$ cat src/rtl/gate_seq_pkg.sv
// Shared definitions for the gate test sequencer: FSM state encoding,
// vector width and the default AND truth table.
package gate_seq_pkg;

   localparam int VEC_W = 2;

   // Expected output indexed by {a,b}; only {1,1} yields 1 for AND
   localparam logic [3:0] TRUTH_AND = 4'b1000;

   typedef enum logic [2:0] {
      S_IDLE,
      S_DRIVE,
      S_SETTLE,
      S_SAMPLE,
      S_DONE
   } state_t;

endpackage

$ cat src/rtl/gate_seq_timer.sv
// Loadable down-counter with enable and zero flag; times the settle window.
module gate_seq_timer #(
   parameter int W = 8
) (
   input  logic         clk,
   input  logic         rst_n,
   input  logic         load,
   input  logic         en,
   input  logic [W-1:0] load_val,
   output logic         zero
);

   logic [W-1:0] count;

   always_ff @(posedge clk or negedge rst_n) begin
      if (!rst_n) begin
         count <= '0;
      end else if (load) begin
         count <= load_val;
      end else if (en && (count != '0)) begin
         count <= count - 1'b1;
      end
   end

   assign zero = (count == '0);

endmodule

$ cat src/rtl/gate_test_sequencer.sv
// Walks all four {a,b} vectors through a 2-input gate and scores the outputs.
// Optional first-failure capture ports are enabled by GATE_SEQ_FIRST_FAIL_EN.
module gate_test_sequencer
   import gate_seq_pkg::*;
#(
   parameter int         SETTLE_CYC = 4,
   parameter logic [3:0] TRUTH      = TRUTH_AND,
   parameter int         PASSES     = 1,
   parameter int         ERR_W      = 8
) (
   input  logic             clk,
   input  logic             rst_n,
   input  logic             start,
   output logic             busy,
   output logic             done,
   output logic             pass,
   output logic             dut_a,
   output logic             dut_b,
   input  logic             dut_y,
   output logic [ERR_W-1:0] err_cnt,
   output logic [VEC_W-1:0] vec_idx
`ifdef GATE_SEQ_FIRST_FAIL_EN
   ,
   output logic             fail_vld,
   output logic [VEC_W-1:0] fail_vec,
   output logic             fail_y
`endif
);

   localparam logic [7:0] SETTLE_LOAD = 8'(SETTLE_CYC - 1);
   localparam logic [7:0] PASS_LAST   = 8'(PASSES - 1);

   state_t           state;
   logic [7:0]       pass_cnt;
   logic             timer_zero;
   logic             mismatch;
   logic [ERR_W-1:0] err_next;

   gate_seq_timer #(
      .W(8)
   ) u_timer (
      .clk      (clk),
      .rst_n    (rst_n),
      .load     (state == S_DRIVE),
      .en       (state == S_SETTLE),
      .load_val (SETTLE_LOAD),
      .zero     (timer_zero)
   );

   assign mismatch = (dut_y != TRUTH[vec_idx]);
   // Saturate rather than wrap so a long failing run never reads as clean
   assign err_next = (mismatch && (err_cnt != '1)) ? err_cnt + 1'b1 : err_cnt;

   always_ff @(posedge clk or negedge rst_n) begin
      if (!rst_n) begin
         state    <= S_IDLE;
         busy     <= 1'b0;
         done     <= 1'b0;
         pass     <= 1'b0;
         dut_a    <= 1'b0;
         dut_b    <= 1'b0;
         err_cnt  <= '0;
         vec_idx  <= '0;
         pass_cnt <= '0;
`ifdef GATE_SEQ_FIRST_FAIL_EN
         fail_vld <= 1'b0;
         fail_vec <= '0;
         fail_y   <= 1'b0;
`endif
      end else begin
         done <= 1'b0;
         case (state)
            S_IDLE: begin
               if (start) begin
                  err_cnt  <= '0;
                  pass     <= 1'b0;
                  vec_idx  <= '0;
                  pass_cnt <= '0;
                  dut_a    <= 1'b0;
                  dut_b    <= 1'b0;
                  busy     <= 1'b1;
                  state    <= S_DRIVE;
`ifdef GATE_SEQ_FIRST_FAIL_EN
                  fail_vld <= 1'b0;
                  fail_vec <= '0;
                  fail_y   <= 1'b0;
`endif
               end
            end
            S_DRIVE: begin
               state <= S_SETTLE;
            end
            S_SETTLE: begin
               if (timer_zero) begin
                  state <= S_SAMPLE;
               end
            end
            S_SAMPLE: begin
               err_cnt <= err_next;
`ifdef GATE_SEQ_FIRST_FAIL_EN
               if (mismatch && !fail_vld) begin
                  fail_vld <= 1'b1;
                  fail_vec <= vec_idx;
                  fail_y   <= dut_y;
               end
`endif
               // The next vector goes onto the gate on the same edge it is selected
               if (vec_idx != 2'd3) begin
                  vec_idx          <= vec_idx + 2'd1;
                  {dut_a, dut_b}   <= vec_idx + 2'd1;
                  state            <= S_DRIVE;
               end else if (pass_cnt < PASS_LAST) begin
                  pass_cnt         <= pass_cnt + 8'd1;
                  vec_idx          <= '0;
                  {dut_a, dut_b}   <= 2'b00;
                  state            <= S_DRIVE;
               end else begin
                  {dut_a, dut_b}   <= 2'b00;
                  busy             <= 1'b0;
                  done             <= 1'b1;
                  pass             <= (err_next == '0);
                  state            <= S_DONE;
               end
            end
            S_DONE: begin
               state <= S_IDLE;
            end
            default: begin
               state <= S_IDLE;
            end
         endcase
      end
   end

endmodule

$ cat config.mk
export PLATFORM = sky130hd
export DESIGN_NAME = gate_test_sequencer
export DESIGN_NICKNAME = d
export VERILOG_FILES = /design/src/rtl/gate_seq_pkg.sv /design/src/rtl/gate_seq_timer.sv /design/src/rtl/gate_test_sequencer.sv
export SDC_FILE = /design/constraint.sdc
export NUM_CORES = 1
export LEC_CHECK = 0
export ABC_AREA = 1
export ABC_CLOCK_PERIOD_IN_PS = 2150
export CORE_MARGIN = 3
export CORE_UTILIZATION = 55
export DETAILED_ROUTE_END_ITERATION = 10
export PLACE_DENSITY = 0.81
export RECOVER_POWER = 100
export SLEW_MARGIN = 20
export SYNTH_ARGS = -nofsm -noshare
export SYNTH_HDL_FRONTEND = slang
export SYNTH_SLANG_ARGS = --single-unit
$ cat constraint.sdc
create_clock -name clk -period 2.15 [get_ports clk]
set_input_delay 0.645 -clock clk [delete_from_list [all_inputs] [get_ports clk]]
set_output_delay 0.645 -clock clk [all_outputs]
set_load 0.005 [all_outputs]
### Word level (Yosys, flattened, before mapping)

Cells that the tools add are included.

| storage, ports and cells | value |
|---|---|
| bits in registers | 34 |
| logic and storage cells | 75 |

| cells by class | value |
|---|---|
| $add $sub $neg | 4 |
| $lt $le $gt $ge | 2 |
| equality and inequality tests | 12 |
| multiplexer cells | 34 |
| reductions and logical operators | 13 |

Operator list:

| operator | count |
|---|---|
| two-way mux 8 bit | 6 |
| one-hot mux 8 bit (2 select lines) | 2 |
| adder 8 x 1 -> 8 bit, second input constant | 2 |
| zero test 8 bit | 2 |
| two-way mux 1 bit | 12 |
| two-way mux 3 bit | 4 |
| inequality test 2 bit, second input constant | 6 |
| one-hot mux 3 bit (4 select lines) | 1 |
| < comparator 8 x 1 -> 1 bit, second input constant | 1 |
| inequality test 8 bit, second input constant | 1 |
| one-hot mux 1 bit (2 select lines) | 4 |
| AND reduction 4 bit | 2 |
| nonzero test 8 bit | 1 |
| subtractor 8 x 1 -> 8 bit, second input constant | 1 |
| equality test 3 x 2 -> 1 bit, second input constant | 2 |
| two-way mux 2 bit | 3 |
| one-hot mux 2 bit (2 select lines) | 1 |
| AND reduction 2 bit | 2 |
| nonzero test 2 bit | 2 |
| equality test 3 x 1 -> 1 bit, second input constant | 1 |
| zero test 3 bit | 1 |
| < comparator 2 x 3 -> 1 bit, second input constant | 1 |
| inequality test 3 bit, second input constant | 1 |
| AND reduction 3 bit | 1 |
| 4 further kinds | 5 |

### Longest topological paths before layout

Gate-level depths: netlist (run 1).

| depth | value |
|---|---|
| depth after elaboration | 9 |
| depth in mapped cells | 12 |
| depth with buffers taken out | 12 |

### Hierarchy

Synthesis (run 1) repeated with hierarchy kept, for this count alone.

| second synthesis, totals | value |
|---|---|
| cells, all modules | 232 |
| area, all modules | 1644.1 um^2 |

By module, submodules not included:

| module | instances | cells an instance | area an instance (um^2) | sequential area each (um^2) |
|---|---|---|---|---|
| gate_test_sequencer | 1 | 139 | 1047.3 | 450.4 |
| gate_seq_timer | 1 | 93 | 596.8 | 200.2 |

### Worst setup path before layout (run 1)

Ideal clock, no wire load.

| timing path | value |
|---|---|
| path type | reg2reg |
| start point | register vec_idx[0] |
| end point | register pass |
| setup time | 0.066 ns |
| arrival | 1.480 ns |
| data required time | 2.084 ns |
| path slack | 0.605 ns |
| stages on the path, launching flop included | 12 |
| period minus slack after synthesis | 1.545 ns |
| cell sequence | dfrtp_1 > ha_1 > inv_2 > nand2_2 > nand2_4 > buf_6 > nand3_1 > nand2_1 > nand2_1 > nor3_2 > nand2_1 > nand2_1 |

| between the ends | value |
|---|---|
| longest elaborated chain between the ends | 9 |
| elaborated cells between the ends (all ways) | 12 |

Ends and longest elaborated chain:

| what | line | RTL |
|---|---|---|
| start: declaration | gate_test_sequencer.sv:21 | `output logic [VEC_W-1:0] vec_idx` |
| start signal: assignment | gate_test_sequencer.sv:109 | `vec_idx <= vec_idx + 2'd1;` |
| binary-select mux 1 bit (select 2 bit) | gate_test_sequencer.sv:50 | `assign mismatch = (dut_y != TRUTH[vec_idx]);` |
| two-way mux 1 bit (implied by the code) | gate_test_sequencer.sv:50 |  |
| inequality test 1 bit | gate_test_sequencer.sv:50 |  |
| logical AND 1 bit | gate_test_sequencer.sv:52 | `assign err_next = (mismatch && (err_cnt != '1)) ? err_cnt + 1'b1 : err_cnt;` |
| two-way mux 8 bit | gate_test_sequencer.sv:52 |  |
| zero test 8 bit | gate_test_sequencer.sv:121 | `pass <= (err_next == '0);` |
| two-way mux 1 bit | gate_test_sequencer.sv:112 | `end else if (pass_cnt < PASS_LAST) begin` |
| two-way mux 1 bit | gate_test_sequencer.sv:108 | `if (vec_idx != 2'd3) begin` |
| one-hot mux 1 bit (2 select lines) | gate_test_sequencer.sv:72 | `case (state)` |
| end signal: assignment | gate_test_sequencer.sv:121 |  |
| end: declaration | gate_test_sequencer.sv:16 | `output logic pass,` |

Parallel ways exist; a longest one is shown, timed or not. The select of a mux whose other input is x is not followed.
A chain may end at the register's enable or synchronous reset.

### Worst setup path in the final report (run 1)

| timing path | value |
|---|---|
| start point | register err_cnt[0] |
| end point | output err_cnt[0] |

RTL lines:

| what | line | RTL |
|---|---|---|
| start: declaration | gate_test_sequencer.sv:20 | `output logic [ERR_W-1:0] err_cnt,` |
| start signal: assignment | gate_test_sequencer.sv:99 | `err_cnt <= err_next;` |

No word-level cell between the ends.

==> results of run 1 <==
area by class of cell:
class	count	area, um^2
well taps	30	37.54
fillers	212	835.8
flip-flops and latches	26	650.6
multi-input cells	141	752.0
repair buffers	19	185.2
inverters	27	106.4
clock buffers	3	22.52
worst max-delay path by stage:
stage | from | end | slack [ps]
global route | state[2]$_DFFE_PN0P_ | vec_idx[1]$_DFFE_PN0P_ | 30
finish | err_cnt[0]$_DFFE_PN0P_ | err_cnt[0] | 120
global placement | dut_y | pass$_DFFE_PN0P_ | 170
floorplan | vec_idx[0]$_DFFE_PN0P_ | pass$_DFFE_PN0P_ | 600
CTS | err_cnt[2]$_DFFE_PN0P_ | err_cnt[2] | 120
detailed placement | dut_y | pass$_DFFE_PN0P_ | 120
per-layer routing:
layer	vias to the layer above	global-route usage (%)	part of all wire (%)	wire (um)
met2	51	35.73	50	1643
met3	5	2.832	5.7	189
met1	655	29.99	44	1461
met4	0	5.502	0.51	17
li1	687	-	-	-
met5	-	0	0	0
worst min-delay path: stages, from the launching register on:
cell and delay [ps]:
dfrtp_1 370, nand2_1 50, nand2_1 50
cell usage after synthesis (2+ instances only):
master / number
xor2_1: 3
inv_4: 2
nor2_4: 3
nand2_4: 4
nand2_2: 5
nand3_1: 21
nand2_1: 50
o21ai_0: 11
ha_1: 4
nand4_1: 7
a21oi_1: 3
dfrtp_1: 26
inv_2: 4
o22ai_1: 6
nor2_1: 11
inv_1: 21
nor2_2: 3
sequential cells by signal (all words and copies together) (netlist names):
name	count
err_cnt	8
u_timer.count	8
state	3
vec_idx	2
busy	1
done	1
dut_a	1
dut_b	1
pass	1
where the power goes:
| group | switching, mW | total [mW] | internal (mW) |
|---|---|---|---|
| registers | 0.157 | 0.814 | 0.657 |
| logic | 0.714 | 1.15 | 0.438 |
| clock network | 0.141 | 0.207 | 0.0657 |
| total | 1.01 | 2.17 | 1.16 |
layout by cell type, fill, tap and decap left out, drive strengths merged:
cell           count
o22ai              6
nor3b              1
ha                 4
xor2               3
o21ai             11
nand3b             1
inv               27
nand2             59
nor2              18
or2                1
nor4               1
a21oi              4
dfrtp             26
dlygate4sd3       15
nand3             21
o31ai              1
clkdlybuf4s50      3
clkbuf             4
nand4              7
nor3               2
o211ai             1
cells by family (layout without fill, tap and decap cells):
group / Yosys count / after routing
AOI/OAI and AO/OA: 23 / 23
xor gates and xnor gates: 3 / 3
and+or+nand+nor: 111 / 111
adders and majority gates: 4 / 4
DFF: 26 / 26
buffers and inverters: 28 / 49
through the flow:
stage	area [um^2]	power [mW]	worst slack (ps)
finish	1754	2.172	117.1
global route	1754	2.385	34.41
CTS	1793	2.271	115.5
detailed placement	1770	2.065	124.8
global placement	1770	2.003	170.4
floorplan	1556	1.661	604.6
==> results.md, run 1 <==
* Hold WS at about 490 ps
* Core ar. at between 2000 and 3000 um^2
* Num rows at 18
* Post-synth top area share at a little over two fifths
* Critical Path AT at 1390 ps
* Setup repair bufs after CTS at 0
* All-Layer GR Usage at between 20% and 30%
* Mapped Area at approximately 1600 um^2
* IO Pins at 19
* Hold Path Cell Cnt at 2
* Buffer and inverter count on the worst path at 1
* Cell count after placement at between 200 and 250
* Family with the most delay on the worst path: buffers and inverters
* Post-CTS resize count at 0
* Post-synth cell types at 28
* Hold EP: dut_b$_DFFE_PN0P_
* Clk buf depth at 2
* Setup Skew at between 1 and 1.5 ps
* TNS Setup at 0 ps
* Async SR Flop Fraction at 100.0%
* XOR/XNOR Fraction of Synth Area at 1.688%
* Clock Latency Late Sink at between 300 and 400 ps
* CTS sink cnt at 26
* PortBufs at 18
* Clock slew at reported path FFs at between 100 and 150 ps
* Initial antenna violation count at 0
* Fin nets at 226
* Max_cap viols at 0
* Status: finished clean
* Die area at 3504 um^2
* Ranking of synthesized cells by area: dfrtp_1, nand2_1, nand3_1
* Largest net degree at the start of global routing at 27
* Post-Synth Adder-Cell Area at around 3.2%
* Final WL at 3.312 mm
* Post-synthesis mux area share at 0%
* Yosys reg bits at 26
* # setup viols final at 0
* Hold/Removal Path Class: flip-flop to flip-flop
* Hold_sp: dut_b$_DFFE_PN0P_
* CTS Hold Buffers Added at 0
* Synth Area in Compound Gates at around 8.4%
* Number of global-route vias before repair at between 1k and 1.5k
* Post-DRT Antenna Nets at 0
* Syn_area_per_cell at around 8 um^2
* Min Tclk post-route at between 2000 and 2500 ps
* First-pass GRT wire length at roughly 6 mm
* Non-Filler Instances at ~250
* Drt first pass iters at 5
* # diodes at 0
* Routed vias/inst at roughly 5.7
* Die W at approximately 59 um
* Dpl hpwl at approximately 2.5 mm
* Num CTS Buffers at 3
* CP Cell Sequence: dlygate4sd3_1
* Simple-gate area share of the yosys netlist at ~37%
* Measured slew at the worst slew-check pin at 648.8 ps
* Slew Limit Fails at 0
* CTS tree: done
* Leakage power at ~0.9 nW
* Hold Violations, Final at 0
* Synth Instances at between 150 and 200
* Final worst-path cycle share at roughly 95%
* P per Cell Area at between 1000 and 1500 nW/um^2
* Routed len/inst at approximately 13 um
* Max VDD drop at around 0.00095 V
* R2R setup slack at 210 ps
* Synth Flop Type: dfrtp_1
* FF-to-FF Start: state[2]$_DFFE_PN0P_
* CP required at ~1500 ps
* Core Util, Final at 67.73%
* FF-to-FF End: vec_idx[1]$_DFFE_PN0P_
* Fmax at between 0.4 and 0.5 GHz
* Slowest cell on crit path: dlygate4sd3_1
* WS Path Type: flip-flop to primary output
* Cell accounting for the most synthesized area: dfrtp_1
* Initial drt markers at 129
* Root buf cell: clkbuf_4
* Critical Path Sink Type: primary output
* Detailed-route via count at 1,398
* Die Y at around 60 um
* Starting density of the core at around three fifths
* Worst path depth at 1
* DR DRC count at 0
* Relative slew margins at 56.74%
* Critical Path Fanout Max at 6
* H-tree levels at 1
* Worst path max stage delay at ~600 ps
* Area growth syn-to-layout at 12.70%
* YS warnings at 0
* GPL Wtd Cong at between 0.8 and 0.9
* Number of synthesized flops with an enable pin at 0
* Largest family of logic cells by synthesized area: simple AND/OR/NAND/NOR gates
* Critical Path Source Type: flip-flop
* Post-Syn Nets at 203
* Register area share after synthesis at around two fifths
* RSZ-0062 raised after global routing: false
* Reg2Reg Depth at 9
* Global route overflow at 0
* Layout cells sized above 1 at about a tenth
(Power assumes the default switching activity.)
==> run 2, diff against run 1 <==
- CORE_ASPECT_RATIO: not set -> 1.1
==> run 2 against run 1 <==
  * Sequential share of layout area rose by 0.079 points
  * Fmax fell by 0.44%
  * Final cell count rose by 0.81%
  * Hold slack barely moved
==> results.md, run 2 (synthesized netlist as in run 1, its figures left out) <==
* Starting density of the core at 60.07% (about the same)
* GRT met3 Usage at 2.273% (-0.56 points)
* # diodes at 0 (unchanged)
* Post-CTS resize count at 0 (unchanged)
* All-Layer GR Usage at 19.48% (-2.2 points)
* Post-DRT Antenna Nets at 0 (unchanged)
* Final worst-path cycle share at 94.97% (+0.41 points)
* P per Cell Area at 1237 nW/um^2 (about the same)
* Drt first pass iters at 4 (-1)
* Core ar. at 2591 um^2 (about the same)
* CP Cell Sequence: clkdlybuf4s50_1
* IO Pins at 19 (unchanged)
* Layout cells sized above 1 at 9.217% (-0.97 points)
* Dpl hpwl at 2.420 mm (-4.6%)
* CTS tree: done
* # setup viols final at 0 (unchanged)
* Family with the most delay on the worst path: buffers and inverters
* Fin nets at 226 (unchanged)
* Global route overflow at 0 (unchanged)
* CP startpoint: err_cnt[2]$_DFFE_PN0P_
* Max_cap viols at 0 (unchanged)
* Area growth syn-to-layout at 12.46%
* Critical Path AT at 1400 ps (about the same)
* Hold/Removal Path Class: flip-flop to flip-flop
* Die Y at 61.80 um (+4.4%)
* Hold_sp: dut_a$_DFFE_PN0P_
* First-pass GRT wire length at 5.340 mm (-9.0%)
* Critical Path Sink Type: primary output
* M1 GR Usage at 26.74% (-3.2 points)
* Root buf cell: clkbuf_4
* Routed len/inst at 12.77 um (-5.1%)
* Setup Skew at 7.895 ps (+6.558 ps)
* Setup ws final at 108.2 ps (-8.908 ps)
* Initial drt markers at 69 (-47%)
* RSZ-0062 raised after global routing: false
* Critical Path Fanout Max at 7 (+1)
* Hold WS at 487.5 ps (+0.1170 ps)
* Number of global-route vias before repair at 1,237 (-4.3%)
* Setup repair bufs after CTS at 0 (unchanged)
* Slew Limit Fails at 0 (unchanged)
* Critical Path Source Type: flip-flop
* Slowest cell on crit path: clkdlybuf4s50_1
* Status: finished clean
* GPL Wtd Cong at 0.8274 (-4.1%)
* Global route hottest layer: met2
* WS Path Type: flip-flop to primary output
* CP required at 1500 ps (about the same)
* Hold Violations, Final at 0 (unchanged)
* Die area at 3505 um^2 (about the same)
* Top Registers: err_cnt: 8 flops, u_timer.count: 8 flops, state: 3 flops
* Clk buf depth at 2 (unchanged)
* Commonest non-fill, non-tap cell in the layout: nand2_1
* CTS sink cnt at 26 (unchanged)
* DR DRC count at 0 (unchanged)
* CTS Hold Buffers Added at 0 (unchanged)
* Commonest non-fill, non-tap cells in the layout: nand2_1, dfrtp_1, inv_1
* Max VDD drop at 0.0008935 V (-6.3%)
* Core Util, Final at 67.55% (-0.18 points)
* Measured slew at the worst slew-check pin at 647.7 ps (-1.136 ps)
* Leakage power at 0.8829 nW (-1.6%)
* Num rows at 19 (+1)
* Pre-CTS WS at 120.0 ps (-4.875 ps)
* FILL cells at 217 (+2.4%)
* Min Tclk post-route at 2042 ps (+8.908 ps)
* PortBufs at 18 (unchanged)
* Fmax at 0.4898 GHz (-0.44%)
* Die W at 56.72 um (-4.2%)
* H-tree levels at 1 (unchanged)
* Met2 usage at 32.51% (-3.2 points)
* Routed vias/inst at 5.653 (-0.52%)
* Clock Latency Late Sink at 320 ps (about the same)
* Num CTS Buffers at 3 (unchanged)
* Detailed-route via count at 1,402 (+0.29%)
* Relative slew margins at 56.82% (+0.076 points)
* FF-to-FF Start: state[2]$_DFFE_PN0P_
* Final WL at 3.168 mm (-4.3%)
* Initial antenna violation count at 0 (unchanged)
* Buffer and inverter count on the worst path at 1 (unchanged)
* Worst path max stage delay at 560 ps (-40 ps)
* TNS Setup at 0 ps (unchanged)
* Largest net degree at the start of global routing at 27 (unchanged)
* Clock slew at reported path FFs at 140 ps (about the same)
[run 2: cell type report]
cell class	count	area, um^2	area share (%)
clock buffer	4	36.28	2.073
inverter	27	103.9	5.933
multi-input combinational	141	735.7	42.03
sequential	26	650.6	37.17
tap	31	38.79	2.216
timing repair buffer	19	185.2	10.58
[run 2: where the power goes]
group,switching (mW),internal [mW]
Sequential,0.151,0.657
Clock,0.142,0.103
Combinational,0.679,0.433
Total,0.973,1.19
[run 2: final timing paths]
path                                                 to  slack (ps)  depth (start not counted)
min in group asynchronous  u_timer.count[3]$_DFFE_PN0P_         860                          2
hold / removal                        dut_a$_DFFE_PN0P_         490                          2
hold reg to reg                       dut_a$_DFFE_PN0P_         490                          2
max in group asynchronous        err_cnt[6]$_DFFE_PN0P_         870                          2
setup reg to reg                 vec_idx[1]$_DFFE_PN0P_         230                          9
setup / recovery                             err_cnt[2]         110                          1
[run 2: layer usage]
| layer | wire [um] | share of wire (%) |
|---|---|---|
| met5 | 0 | 0 |
| met4 | 20 | 0.63 |
| met3 | 182 | 5.7 |
| met1 | 1471 | 46 |
| met2 | 1494 | 47 |
[run 2: per-stage QoR]
step	power [mW]	instances	cell area, um^2
after CTS	2.304	248	1808
after global placement	2.004	244	1772
after global routing	2.362	248	1750
after floorplan	1.661	195	1556
final	2.166	248	1750
after detailed placement	2.055	244	1772
==> run 3, diff against run 2 <==
--- a/constraint.sdc
+++ b/constraint.sdc
@@ -3,2 +3,2 @@
 set_output_delay 0.645 -clock clk [all_outputs]
-set_load 0.005 [all_outputs]
+set_load 0.02 [all_outputs]
==> run 3 against run 2 <==
  * Non-clock buffer count did not move
  * Critical endpoint is now err_cnt[6]
  * Largest cell class unchanged
  * Critical path depth unchanged
  * Combinational power increased by 11%
==> results.md, run 3 (synthesized netlist as in run 1, its figures left out) <==
* Final total power at 2.285 mW (+5.5%)
* CTS sink cnt at 26 (unchanged)
* Net Sw Frac at 47.14% (+2.2 points)
* Commonest non-fill, non-tap cell in the layout: nand2_1
* Routed len/inst at 12.86 um (+0.69%)
* Setup Skew at 7.411 ps (-0.4834 ps)
* Num CTS Buffers at 3 (unchanged)
* Hold Violations, Final at 0 (unchanged)
* Critical Path Fanout Max at 4 (-3)
* Final Cell Area at 1752 um^2 (about the same)
* Family with the most delay on the worst path: buffers and inverters
* TNS Setup at 0 ps (unchanged)
* Initial antenna violation count at 0 (unchanged)
* Dpl hpwl at 2.420 mm (unchanged)
* Starting density of the core at 60.07% (unchanged)
* Setup repair bufs after CTS at 0 (unchanged)
* Die area at 3505 um^2 (unchanged)
* Relative slew margins at 56.91% (+0.093 points)
* NetSw at 1.077 mW (+11%)
* H-tree levels at 1 (unchanged)
* Final worst-path cycle share at 96.34% (+1.4 points)
* CP required at 1500 ps (about the same)
* Global route overflow at 0 (unchanged)
* Number of global-route vias before repair at 1,237 (unchanged)
* Die Y at 61.80 um (unchanged)
* First-pass GRT wire length at 5.340 mm (unchanged)
* Max layer used: met4
* Die W at 56.72 um (unchanged)
* Commonest non-fill, non-tap cells in the layout: nand2_1, dfrtp_1, inv_1
* Post-CTS resize count at 0 (unchanged)
* Sequential power share at 35.5% (-1.8 points)
* Worst path max stage delay at 690 ps (+130 ps)
* Clock Latency Late Sink at 320 ps (about the same)
* Post-DRT Antenna Nets at 0 (unchanged)
* Cell count after placement at 244 (unchanged)
* Measured slew at the worst slew-check pin at 646.3 ps (-1.396 ps)
* Layout cells sized above 1 at 9.677% (+0.46 points)
* Routed vias/inst at 5.702 (+0.86%)
* Critical Path Sink Type: primary output
* IO Pins at 19 (unchanged)
* DP Area at 1772 um^2 (unchanged)
* Buffer and inverter count on the worst path at 1 (unchanged)
* Wire length on met2 at 1.508 mm (+0.94%)
* Root buf cell: clkbuf_4
* Fin nets at 226 (unchanged)
* Top Registers: err_cnt: 8 flops, u_timer.count: 8 flops, state: 3 flops
* Clock slew at reported path FFs at 140 ps (about the same)
* Area growth syn-to-layout at 12.54% (about the same)
* Max_cap viols at 0 (unchanged)
* Leakage power at 0.8635 nW (-2.2%)
* Status: finished clean
* PortBufs at 18 (unchanged)
* Num rows at 19 (unchanged)
* Hold/Removal Path Class: flip-flop to flip-flop
* Hold WS at 487.4 ps (-0.1100 ps)
* Clk pwr share at 10.7% (-0.6 points)
* Cell-internal power at 1.208 mW (+1.2%)
* CTS tree: done
* Clk buf depth at 2 (unchanged)
* Met1 WL at 1.483 mm (+0.82%)
* Critical Path AT at 1430 ps (+30 ps)
* Largest net degree at the start of global routing at 27 (unchanged)
* RSZ-0062 raised after global routing: false
* Slowest cell on crit path: dlygate4sd3_1
* CTS Hold Buffers Added at 0 (unchanged)
* Core ar. at 2591 um^2 (unchanged)
* GPL Wtd Cong at 0.8274 (unchanged)
* # setup viols final at 0 (unchanged)
* # diodes at 0 (unchanged)
* P per Cell Area at 1304 nW/um^2 (+5.4%)
* Non-Filler Instances at 248 (unchanged)
* DR DRC count at 0 (unchanged)
* Initial drt markers at 70 (+1.4%)
* Critical Path Source Type: flip-flop
* Routed wl met3 at 178 um (-2.2%)
* Detailed-route via count at 1,414 (+0.86%)
* Fmax at 0.4828 GHz (-1.4%)
* Slew Limit Fails at 0 (unchanged)
* Drt first pass iters at 4 (unchanged)
* All-Layer GR Usage at 19.48% (unchanged)
* WS Path Type: flip-flop to primary output
* Min Tclk post-route at 2071 ps (+29.51 ps)
* CP Cell Sequence: dlygate4sd3_1
* Comb power frac at 53.7% (+2.4 points)
* Final WL at 3.190 mm (+0.69%)
* Max VDD drop at 0.0009434 V (+5.6%)
==> run 3: path summary, 6_finish.rpt <==
path | from | endpoint | slack [ps] | cells past startpoint
max in group asynchronous | rst_n | err_cnt[2]$_DFFE_PN0P_ | 840 | 2
min in group asynchronous | rst_n | u_timer.count[3]$_DFFE_PN0P_ | 860 | 2
setup reg to reg | state[2]$_DFFE_PN0P_ | vec_idx[1]$_DFFE_PN0P_ | 230 | 9
setup / recovery | err_cnt[6]$_DFFE_PN0P_ | err_cnt[6] | 80 | 1
hold reg to reg | dut_a$_DFFE_PN0P_ | dut_a$_DFFE_PN0P_ | 490 | 2
hold / removal | dut_a$_DFFE_PN0P_ | dut_a$_DFFE_PN0P_ | 490 | 2
==> run 3: power by group through the flow <==
| stage | registers [mW] | clock network [mW] | logic, mW |
|---|---|---|---|
| final | 0.812 | 0.245 | 1.23 |
| after global routing | 0.837 | 0.270 | 1.37 |
| after CTS | 0.820 | 0.252 | 1.34 |
| after detailed placement | 0.827 | 0 | 1.33 |
| after global placement | 0.818 | 0 | 1.29 |
| after floorplan | 0.908 | 0 | 0.853 |
==> run 3: layout make-up <==
class                           count  area [um^2]
Sequential cell                    26        651.9
Clock buffer                        4        36.28
Timing Repair Buffer               19        185.2
Multi-Input combinational cell    141        735.7
Fill cell                         216        839.6
Tap cell                           31        38.79
Inverter                           27        103.9
==> run 3: per-layer routing <==
layer	track usage [%]	up-vias
met4	6.780	0
met1	26.74	682
met5	0	-
met3	2.273	2
met2	32.51	46
li1	-	684
==> run 3: per-stage QoR <==
stage               setup slack (ps)  util [%]
global route                   14.20     67.60
CTS                            2.251     69.77
detailed placement             120.0     68.37
finish                         78.69     67.60
floorplan                      511.6         -
global placement               179.1     68.37
==> variant, RTL diff (settings of run 2) <==
`W` is set to 8 in 2 places; all go to 7.
--- a/src/rtl/gate_seq_timer.sv
+++ b/src/rtl/gate_seq_timer.sv
@@ -1,6 +1,6 @@
 // Loadable down-counter with enable and zero flag; times the settle window.
 module gate_seq_timer #(
-   parameter int W = 8
+   parameter int W = 7
 ) (
    input  logic         clk,
    input  logic         rst_n,
--- a/src/rtl/gate_test_sequencer.sv
+++ b/src/rtl/gate_test_sequencer.sv
@@ -37,7 +37,7 @@
    logic [ERR_W-1:0] err_next;
 
    gate_seq_timer #(
-      .W(8)
+      .W(7)
    ) u_timer (
       .clk      (clk),
       .rst_n    (rst_n),
Function: same outputs for any inputs over 10 cycles, from zero or initial values and one cycle with rst_n low; that may be too few to reach the edited logic, so the function may still have changed.
==> variant against run 2 <==
- design area decreased by 7.6%
- synthesized area is 10% lower
- worst setup slack improved by 1.3 ps
- register-to-register slack gained 70 ps
- sequential cell count decreased by 1
- power decreased by 15%
- routed wire length decreased by 6.8%
- synthesized cell count is 5.1% lower
- hold slack worse by 4.2 ps
- sequential power down 6.2%
- critical endpoint is now err_cnt[7]
- highest routed layer unchanged
==> variant: results (changes against run 2) <==
stage	metric	value	unit	change
power	VDD IR-drop max	0.000788	V	-12%
logic_synthesis	YS warnings	0		unchanged
logic_synthesis	commonest cells in the netlist	nand2_1, inv_1, dfrtp_1, nand3_1, nor2_1		
grt	GRT Util Overall	21.5	%	+2.0 points
timing	final hold slack	483	ps	-4.22 ps
final_layout	ratio of cells with drive above 1 in the final layout	4.33	%	-4.9 points
power	leakage	0.825	nW	-6.6%
cts	CTS buffer count	3		unchanged
drt	initial DRC count	34		-51%
power	P_sw	0.000796	W	-18%
final_layout	final net count	217		-4.0%
critical_path	Reg2Reg Launch Point	err_cnt[0]		
grt	largest net degree at the start of global routing	26		-3.7%
grt	antenna violations before repair	0		unchanged
critical_path	Worst R2R End	pass		
critical_path	FF-to-FF setup slack	300	ps	+70 ps
critical_path	largest stage delay on the critical path	610	ps	+50 ps
min_path	HP Start	u_timer.count[2]		
critical_path	Worst Setup End Kind	output port		
cts	H-tree levels	1		unchanged
final_layout	Filler Cell Count	202		-6.9%
placement	DP HPWL	2230	µm	-7.7%
timing	Max-slew headroom	12.6	%	-44 points
power	P_seq	0.000759	W	-6.2%
critical_path	Slowest cell on crit path	dlygate4sd3_1		
placement	RD Place Congestion	0.927		+12%
final_layout	antenna diode count	0		unchanged
logic_synthesis	synth top area cells	dfrtp_1, nand2_1, inv_1		
critical_path	R2R cell count	11		+2
cts	Reg clk slew, reported paths	140	ps	about the same
drt	WL/cell	12.4	µm	-2.9%
final_layout	Largest regs	err_cnt (8), u_timer.count (7), state (3)		
critical_path	Worst EP arrival	1400	ps	about the same
grt	first-pass GRT wire length	5130	µm	-3.9%
min_path	hold worst-path end	u_timer.count[2]		
logic_synthesis	Synth cell types	21		-25%
cts	clock latency on the worst-skew pair	310	ps	
logic_synthesis	FFs w/ async S/R, synth	100	%	unchanged
run_status	outcome	finished, final reports clean		
logic_synthesis	sequential fraction of the synthesis area	44.8	%	+3.0 points
drt	Pre-antenna DRT Iters	4		unchanged
critical_path	critical path fanouts, max	6		-1
placement	number of port buffers	18		unchanged
min_path	Worst Hold Path Cells	1		-1
grt	via count of the first global-routing pass	1166		-5.7%
cts	Clock Path Buffers	2		unchanged
drt	vias	1281		-8.6%
min_path	path type of the worst min-delay path	flip-flop to flip-flop		
power	Clk power	0.000209	W	-15%
timing	Fin Clk Skew	3.98	ps	-3.92 ps
critical_path	crit path launch	err_cnt[7]		
logic_synthesis	Synthesized Nets	193		-4.9%
cts	post-CTS setup buffer count	0		unchanged
cts	post-cts resize count	0		unchanged
## variant: cell count changes in the layout (fill, tap and decap cells not counted), moves of 2 or more
cell / delta
nand4_1: -3
xor2_1: -3
o21ai_0: +5
inv_1: +3
nand3_1: -4
nor2_1: +5
o22ai_1: -3
nand2_1: +3
nor2_2: -2
nand2_2: -2
## variant: area by class of cell
cell class,instances,share of cell area (%)
Clock buffer,3,1.39
Sequential cell,25,38.7
Clock inverter,1,0.309
Tap cell,30,2.32
Multi-Input combinational cell,132,39.4
Timing Repair Buffer,19,11.4
Inverter,28,6.50
## variant: worst max-delay path by stage
stage	to	slack, ps	depth (start not counted)
after floorplan	pass	650	11
after global placement	pass	210	10
after detailed placement	pass	160	10
after CTS	err_cnt[7]	160	1
after global routing	err_cnt[7]	60	1
final	err_cnt[7]	110	1
## variant: kinds of logic (layout without fill, tap and decap cells)
group	after synthesis	in the layout	share of synthesized area [%]
and+or+nand+nor	103	103	34.1
DFF	25	25	44.8
adders and majority gates	4	4	3.58
buffers and inverters	28	51	7.52
AOI/OAI and AO/OA	25	25	10.0
## variant: through the flow
stage          power [W]  instances  worst slack, ps  cell area [µm²]
3_3_place_gp     0.00165        234              211             1620
4_1_cts          0.00190        238              158             1650
3_5_place_dp     0.00169        234              156             1620
6_report         0.00183        238              109             1620
2_1_floorplan    0.00135        185              652             1400
5_1_grt          0.00203        238             59.6             1620
## variant: metal layers
layer | share of wire [%] | up-vias | GRT usage [%]
met3 | 6.3 | 2 | 3.54
met2 | 48 | 45 | 35.1
met1 | 45 | 590 | 29.8
li1 | - | 644 | -
met5 | 0 | - | 0
met4 | 0.64 | 0 | 4.98
